## src/rtl/chain_delay_meter_pkg.sv

```systemverilog
// Shared types for the inverter-chain delay meter.
// State encoding and synchronizer depth used by the top and the bench.
package chain_delay_meter_pkg;

   typedef enum logic [1:0] {
      IDLE,
      SETTLE,
      RUN,
      DONE
   } state_t;

   localparam int SYNC_STAGES = 2;

endpackage

```

## src/rtl/chain_delay_meter_sync.sv

```systemverilog
// Multi-flop synchronizer for the asynchronous chain output.
// Depth set by STAGES (minimum 2); clears to 0 on reset.
module chain_delay_meter_sync #(
   parameter int STAGES = 2
) (
   input  logic clk,
   input  logic rst_n,
   input  logic d,
   output logic q
);

   logic [STAGES-1:0] ff;

   always_ff @(posedge clk or negedge rst_n) begin
      if (!rst_n) ff <= '0;
      else        ff <= {ff[STAGES-2:0], d};
   end

   assign q = ff[STAGES-1];

endmodule

```

## src/rtl/chain_delay_meter.sv

```systemverilog
// Inverter-chain delay meter: settles, launches an edge, counts cycles to arrival.
// Optional multi-pass averaging when CHAIN_DELAY_METER_AVG_EN is defined.
module chain_delay_meter
   import chain_delay_meter_pkg::*;
#(
   parameter int CNT_W       = 16,
   parameter int SETTLE_CYC  = 64,
   parameter int TIMEOUT_CYC = 4095,
   parameter int OUT_INVERTS = 0
`ifdef CHAIN_DELAY_METER_AVG_EN
   ,
   parameter int AVG_LOG2    = 3
`endif
) (
   input  logic             clk,
   input  logic             rst_n,
   input  logic             start_i,
   output logic             busy_o,
   output logic             chain_en_o,
   output logic             launch_o,
   input  logic             chain_out_i,
   output logic [CNT_W-1:0] result_o,
   output logic             result_valid_o,
   input  logic             result_ready_i,
   output logic             timeout_o,
   output logic             baseline_err_o
);

   localparam int SW = $clog2(SETTLE_CYC + 1);
   localparam logic [SW-1:0]    SET_LAST = SW'(SETTLE_CYC - 1);
   localparam logic [CNT_W-1:0] TMO      = CNT_W'(TIMEOUT_CYC);
   localparam logic [CNT_W-1:0] SYNC_LAT = CNT_W'(SYNC_STAGES);
   localparam logic             IDLE_LVL = (OUT_INVERTS != 0);

   state_t           state_q, state_d;
   logic [SW-1:0]    settle_q, settle_d;
   logic [CNT_W-1:0] cnt_q, cnt_d;
   logic [CNT_W-1:0] result_q, result_d;
   logic             tout_q, tout_d;
   logic             berr_q, berr_d;
   logic             sync_q;
   logic [CNT_W-1:0] pass_res;

`ifdef CHAIN_DELAY_METER_AVG_EN
   localparam int AW = CNT_W + AVG_LOG2;
   localparam int PW = (AVG_LOG2 > 0) ? AVG_LOG2 : 1;
   localparam logic [PW-1:0] PASS_LAST = PW'((1 << AVG_LOG2) - 1);

   logic [AW-1:0] acc_q, acc_d, acc_sum;
   logic [PW-1:0] pass_q, pass_d;

   assign acc_sum = acc_q + AW'(pass_res);
`endif

   chain_delay_meter_sync #(
      .STAGES(SYNC_STAGES)
   ) u_sync (
      .clk  (clk),
      .rst_n(rst_n),
      .d    (chain_out_i),
      .q    (sync_q)
   );

   // Remove synchronizer latency, never going below zero
   assign pass_res = (cnt_q >= SYNC_LAT) ? (cnt_q - SYNC_LAT) : '0;

   always_ff @(posedge clk or negedge rst_n) begin
      if (!rst_n) begin
         state_q  <= IDLE;
         settle_q <= '0;
         cnt_q    <= '0;
         result_q <= '0;
         tout_q   <= 1'b0;
         berr_q   <= 1'b0;
`ifdef CHAIN_DELAY_METER_AVG_EN
         acc_q    <= '0;
         pass_q   <= '0;
`endif
      end else begin
         state_q  <= state_d;
         settle_q <= settle_d;
         cnt_q    <= cnt_d;
         result_q <= result_d;
         tout_q   <= tout_d;
         berr_q   <= berr_d;
`ifdef CHAIN_DELAY_METER_AVG_EN
         acc_q    <= acc_d;
         pass_q   <= pass_d;
`endif
      end
   end

   always_comb begin
      state_d  = state_q;
      settle_d = settle_q;
      cnt_d    = cnt_q;
      result_d = result_q;
      tout_d   = tout_q;
      berr_d   = berr_q;
`ifdef CHAIN_DELAY_METER_AVG_EN
      acc_d    = acc_q;
      pass_d   = pass_q;
`endif
      unique case (state_q)
         IDLE: begin
            if (start_i) begin
               tout_d   = 1'b0;
               berr_d   = 1'b0;
               settle_d = '0;
               state_d  = SETTLE;
`ifdef CHAIN_DELAY_METER_AVG_EN
               acc_d    = '0;
               pass_d   = '0;
`endif
            end
         end
         SETTLE: begin
            settle_d = settle_q + SW'(1);
            if (settle_q == SET_LAST) begin
               if (sync_q != IDLE_LVL) begin
                  berr_d   = 1'b1;
                  result_d = '0;
                  state_d  = DONE;
               end else begin
                  cnt_d   = '0;
                  state_d = RUN;
               end
            end
         end
         RUN: begin
            cnt_d = cnt_q + CNT_W'(1);
            // Arrival is checked first so it wins over a same-cycle timeout
            if (sync_q != IDLE_LVL) begin
`ifdef CHAIN_DELAY_METER_AVG_EN
               if (pass_q == PASS_LAST) begin
                  result_d = CNT_W'(acc_sum >> AVG_LOG2);
                  state_d  = DONE;
               end else begin
                  acc_d    = acc_sum;
                  pass_d   = pass_q + PW'(1);
                  settle_d = '0;
                  state_d  = SETTLE;
               end
`else
               result_d = pass_res;
               state_d  = DONE;
`endif
            end else if (cnt_q == TMO) begin
               tout_d   = 1'b1;
               result_d = '1;
               state_d  = DONE;
            end
         end
         DONE: begin
            if (result_ready_i) state_d = IDLE;
         end
         default: state_d = IDLE;
      endcase
   end

   assign busy_o         = (state_q != IDLE);
   assign chain_en_o     = (state_q != IDLE);
   assign launch_o       = (state_q == RUN);
   assign result_valid_o = (state_q == DONE);
   assign result_o       = result_q;
   assign timeout_o      = tout_q;
   assign baseline_err_o = berr_q;

endmodule

```

## config.mk

```make
export PLATFORM = sky130hd
export DESIGN_NAME = chain_delay_meter
export DESIGN_NICKNAME = d
export VERILOG_FILES = /design/src/rtl/chain_delay_meter_pkg.sv /design/src/rtl/chain_delay_meter_sync.sv /design/src/rtl/chain_delay_meter.sv
export SDC_FILE = /design/constraint.sdc
export NUM_CORES = 1
export LEC_CHECK = 0
export BUFFER_PORTS_ARGS = -buffer_cell sky130_fd_sc_hd__buf_2
export CAP_MARGIN = 5
export CORE_MARGIN = 2
export CORE_UTILIZATION = 44
export DETAILED_ROUTE_END_ITERATION = 10
export PLACE_DENSITY = 0.71
export SETUP_SLACK_MARGIN = 0.1
export SLEW_MARGIN = 5
export SYNTH_ARGS = -nofsm -noshare
export SYNTH_HDL_FRONTEND = slang
export SYNTH_SLANG_ARGS = --single-unit
```

## constraint.sdc

```tcl
create_clock -name clk -period 2.7 [get_ports clk]
set_input_delay 0.27 -clock clk [delete_from_list [all_inputs] [get_ports clk]]
set_output_delay 0.27 -clock clk [all_outputs]
set_load 0.02 [all_outputs]
```

Word-level counts from Yosys, hierarchy flattened
Index checks and enable logic that the tools add are counted.
Widths: inputs -> output; s select.
{"block": "totals", "ff_bits": 45, "input_bits": 5, "output_inout_bits": 22}
{"block": "op_classes", "n_addsub": 3, "magnitude_cmp": 1, "eq_ne": 13, "muxes": 25, "n_reduce_logical": 11}
{"cell": "$mux 16", "n": 7}
{"cell": "$pmux 16 s2", "n": 2}
{"cell": "$add 16x1->16 const B", "n": 1}
{"cell": "$eq 16x12->1 const B", "n": 1}
{"cell": "$ge 16x2->1 const B", "n": 1}
{"cell": "$reduce_and 4->1", "n": 4}
{"cell": "$sub 16x2->16 const B", "n": 1}
{"cell": "$pmux 7 s2", "n": 1}
{"cell": "$mux 2", "n": 5}
{"cell": "$ne 2x2->1 const B", "n": 4}
{"cell": "$pmux 2 s4", "n": 1}
{"cell": "$reduce_bool 2->1", "n": 4}
{"cell": "$add 7x1->7 const B", "n": 1}
{"cell": "$eq 7x6->1 const B", "n": 1}
{"cell": "$mux 7", "n": 1}
{"cell": "$mux 1", "n": 6}
{"cell": "$ne 2x1->1 const B", "n": 3}
{"cell": "$eq 2x2->1 const B", "n": 2}
{"cell": "$pmux 1 s2", "n": 2}
{"cell": "$ne 3x1->1 const B", "n": 1}
{"cell": "$reduce_and 3->1", "n": 1}
{"cell": "$eq 2x1->1 const B", "n": 1}
{"cell": "$logic_not 2->1", "n": 1}
{"cell": "$reduce_and 2->1", "n": 1}

Longest topological paths before layout
{"block": "logic_depth", "depth_word": 4, "ltp_mapped": 9}

Hierarchy
From an unflattened synthesis, not the netlist that was laid out.
{"block": "unflattened", "hier_cells": 290, "area_unflattened_um2": 2646.3}
{"module": "chain_delay_meter", "n_inst": 1, "cells_per_inst": 288, "area_per_inst_um2": 2596.2, "seq_area_each_um2": 1076.0}
{"module": "chain_delay_meter_sync", "n_inst": 1, "cells_per_inst": 2, "area_per_inst_um2": 50.0, "seq_area_each_um2": 50.0}

Worst setup path after synthesis
OpenSTA, ideal clock, no wires.
{"block": "synth_timing", "kind": "register -> register", "start": "register cnt_q[3]", "end": "register result_q[6], in the netlist result_o[6]", "setup_ns": 0.121, "arrival_ns": 2.023, "required_time_ns": 2.579, "setup_slack_ns": 0.556, "stages_incl_launch_ff": 9, "n_path_buf": 3, "path_cell_list": "dfrtp_1 buf_6 or3_1 buf_2 or4_4 nor2_8 buf_12 o21ai_1 a22o_1"}
{"block": "synth_between", "elab_chain_len": 4, "elab_cells_between_ends": 8}
{"element": "start: declaration", "line_no": "chain_delay_meter.sv:37", "rtl": "logic [CNT_W-1:0] cnt_q, cnt_d;"}
{"element": "start signal: assignment", "line_no": "chain_delay_meter.sv:82", "rtl": "cnt_q <= cnt_d;"}
{"element": "$sub 16x2->16 or $ge 16x2->1 (tied branches)", "line_no": "chain_delay_meter.sv:65", "rtl": "assign pass_res = (cnt_q >= SYNC_LAT) ? (cnt_q - SYNC_LAT) : '0;"}
{"element": "$mux 16", "line_no": "chain_delay_meter.sv:65"}
{"element": "$mux 16", "line_no": "chain_delay_meter.sv:133", "rtl": "if (sync_q != IDLE_LVL) begin"}
{"element": "$pmux 16 s2", "line_no": "chain_delay_meter.sv:104", "rtl": "unique case (state_q)"}
{"element": "end signal: assignment", "line_no": "chain_delay_meter.sv:83", "rtl": "result_q <= result_d;"}
{"element": "end: declaration", "line_no": "chain_delay_meter.sv:38", "rtl": "logic [CNT_W-1:0] result_q, result_d;"}
Parallel ways exist; a longest one is shown, timed or not.
A chain may end at the register's enable or synchronous reset.

Worst setup path after layout
{"block": "layout_timing", "start": "register cnt_q[8]", "end": "register result_q[5], in the netlist result_o[5]"}
{"block": "layout_between", "elab_chain_len": 4, "elab_cells_between_ends": 7}
{"element": "$ge 16x2->1", "line_no": "chain_delay_meter.sv:65"}
{"element": "$mux 16", "line_no": "chain_delay_meter.sv:65"}
{"element": "$mux 16", "line_no": "chain_delay_meter.sv:133"}
{"element": "$pmux 16 s2", "line_no": "chain_delay_meter.sv:104"}
Parallel ways exist; a longest one is shown, timed or not.

==> metrics.md <==
| Metric | Value |
|---|---|
| Cells after DPL | 368 |
| Net Sw Frac | 0.394 |
| Syn nets | 294 |
| Max_cap viols | 0 |
| Chip height | 81.4 microns |
| DRC errors left | 0 |
| WL per Instance | 13.5 microns |
| PD cells | 949 nW/um^2 |
| Layout Utilization | 0.498 |
| Layout cells sized above 1 | 0.169 |
| Htree depth | 2 |
| Power share of the combinational group | 0.463 |
| Max_slew headroom | 0.356 |
| 1st-pass router iterations | 4 |
| Core area | 5850 sq um |
| Setup TNS | 0 ns |
| Ports | 27 |
| Synthesis-to-finish area growth | 10.3% |
| Worst-margin pin slew | 0.966 ns |
| Max Freq | 455 MHz |
| Fin worst setup slack | 0.500 ns |
| Clk root buf | clkbuf_8 |
| CP Class | register to register |
| CTS tree | done |
| Int Pwr | 1670 uW |
| Fin cells | 376 |
| Number of global-route vias before repair | 1,951 |
| Ys Warns | 0 |
| Worst Hold Class | input pin to register |
| CTS Hold Buffers Added | 0 |
| Cts bufs inserted | 5 |
| Post-synth EDFFs | 0 |
| Netlist Area Pre-Place | 2640 sq um |
| Ant diodes | 0 |
| Pin count of the biggest net entering global routing | 46 |
| Worst vdd ir | 0.433 mV |
| Pre-CTS setup slack | 0.494 ns |
| Final WL | 5080 microns |
| Initial drt markers | 112 |
| Total Die Area | 6630 sq um |
| Clock sinks | 45 |
| Post CTS Setup Buffer Count | 0 |
| Synth Instances | 280 |
| Total grt overflow | 0 |
| GRT Overall Usage | 0.173 |
| Tot Pwr | 2760 uW |
| Die width | 81.4 microns |
| First-pass GRT wire length | 9030 microns |
| Max Fanout on Critical Path | 14 |
| Clk_skew | 0.00635 ns |
| Initial Util | 0.451 |
| Via count | 2,039 |
| Critical path startpoint category | register |
| Sequential share of the synthesized area | 0.427 |
| Initial antenna violation count | 0 |
| Bufs on Longest Clock Path | 2 |
| Clk network pwr share | 0.188 |
| Via density | 5.42 |
| Status | complete, no violations |
| Fin. max-slew vios | 0 |
| Dpl hpwl | 3740 microns |
| PostCTS Resize Cnt | 0 |
| P_leak | 0.00132 uW |
| Placer Congestion | 0.811 |
| Post-synthesis async set-or-reset flop share | 1.00 |
| Flop pwr share | 0.349 |
| Post-Syn Area per Cell | 9.42 sq um |
| Data required, critical path | 2.89 ns |
| Row Count | 28 |
| Critical Path End Type | register |
| Routed Antenna Nets | 0 |
| Main flop type after synthesis | dfrtp_1 |
| Number of different library cells in the post-synthesis netlist | 47 |
| Net switching power | 1090 uW |
| Critical Path AT | 2.39 ns |
| RSZ-0062 raised after global routing | no |
| Fin. Hold Viols | 0 |
| Clock latency at the later pin of the worst-skew pair | 0.30 ns |
| Port bufs | 26 |
| Min Tclk post-route | 2.20 ns |
| Final setup fails | 0 |
| Synth Register Bits | 45 |
| Clk slew on worst S/H paths | 0.08 ns |
| Nets | 314 |
| Period utilisation layout | 0.815 |
## critical path, cell delays in order (launching register included)
cell and delay [ns]:
dfrtp_1 0.48, or4_4 0.59, or4_4 0.50, nor2_8 0.23, o21ai_0 0.12, a22o_1 0.19
## Yosys cell counts, drive strengths merged (2+ instances only)
| master | n | area (sq um) |
|---|---|---|
| a21oi | 8 | 40.0 |
| a22o | 16 | 140 |
| a31oi | 3 | 18.8 |
| and3 | 2 | 12.5 |
| buf | 13 | 100 |
| clkbuf | 9 | 35.0 |
| dfrtp | 45 | 1130 |
| ha | 9 | 113 |
| inv | 11 | 41.3 |
| nand2 | 11 | 41.3 |
| nand2b | 6 | 37.5 |
| nand3 | 8 | 40.0 |
| nand3b | 2 | 15.0 |
| nand4 | 8 | 50.1 |
| nor2 | 29 | 125 |
| nor2b | 2 | 12.5 |
| nor3 | 12 | 65.1 |
| nor4 | 8 | 56.3 |
| nor4b | 3 | 26.3 |
| o21ai | 28 | 144 |
| o31a | 2 | 17.5 |
| or3 | 6 | 38.8 |
| or4 | 5 | 45.0 |
| xnor2 | 20 | 175 |
| xor2 | 3 | 26.3 |
## power groups by stage
stage	logic [uW]	registers [uW]	clock network, uW
4_1_cts	1290	965	537
3_5_place_dp	1290	980	0
2_1_floorplan	901	1100	0
5_1_grt	1430	995	573
3_3_place_gp	1260	973	0
6_report	1280	963	520
## logic make-up after synthesis
group	count (synthesis)	share of synthesized area
adder cells (fa/ha/maj)	9	0.0427
AND/OR/NAND/NOR	105	0.224
multiplexers	1	0.00427
XOR/XNOR	23	0.0763
flip-flops	45	0.427
AO/OA/AOI/OAI	64	0.159
buffers and inverters	33	0.0669
## registers in the layout, indices dropped and copies added, names as in the netlist
| signal | count |
|---|---|
| cnt_q | 16 |
| result_o | 16 |
| settle_q | 7 |
| state_q | 2 |
| u_sync.ff | 2 |
| baseline_err_o | 1 |
| timeout_o | 1 |
## metrics by stage
| stage | instance area (sq um) | hold WS (ns) |
|---|---|---|
| 6_report | 2910 | 0.0787 |
| 5_1_grt | 2910 | 0.0599 |
| 4_1_cts | 2910 | 0.0708 |
| 3_5_place_dp | 2800 | 0.339 |
| 3_3_place_gp | 2800 | 0.334 |
| 2_1_floorplan | 2640 | -0.0256 |
## area by class of cell
type                       count  area [sq um]
fill                         549          2940
multi-input combinational    202          1340
sequential                    45          1130
timing repair buffer          35           198
tap                           75          93.8
clock buffer                   7          86.3
inverter                      11          41.3
clock inverter                 1          30.0
## per-layer routing
layer	vias up	share of wire	track usage
met2	39	0.46	0.279
li1	1030	-	-
met5	-	0	0
met3	7	0.033	0.0330
met1	963	0.50	0.234
met4	0	0.016	0.0559
## worst paths after layout
path	to	start	slack, ns	cells past startpoint
worst max-delay path	result_o[5]	cnt_q[8]	0.50	5
worst min-delay path	u_sync.ff[0]	chain_out_i	0.08	1
worst max register to register	result_o[5]	cnt_q[8]	0.50	5
worst min register to register	u_sync.ff[1]	u_sync.ff[0]	0.36	0
max in group asynchronous	settle_q[6]	rst_n	1.98	1
min in group asynchronous	settle_q[2]	rst_n	0.11	1
## layout by cell type, fill, tap and decap left out, types with 6 or more instances in the layout
cell type and count:
o21ai_0 15, nand4_1 8, nor2_1 28, nor3_1 11, nor4_1 7, o21ai_1 12, dfrtp_1 45, nand2b_1 6
clkbuf_8 6, buf_2 26, a21oi_1 8, inv_1 11, xnor2_1 20, a22o_1 16, buf_4 9, nand2_1 11
ha_1 9, nand3_1 8
Note: power is estimated with default switching activity, not from simulation.
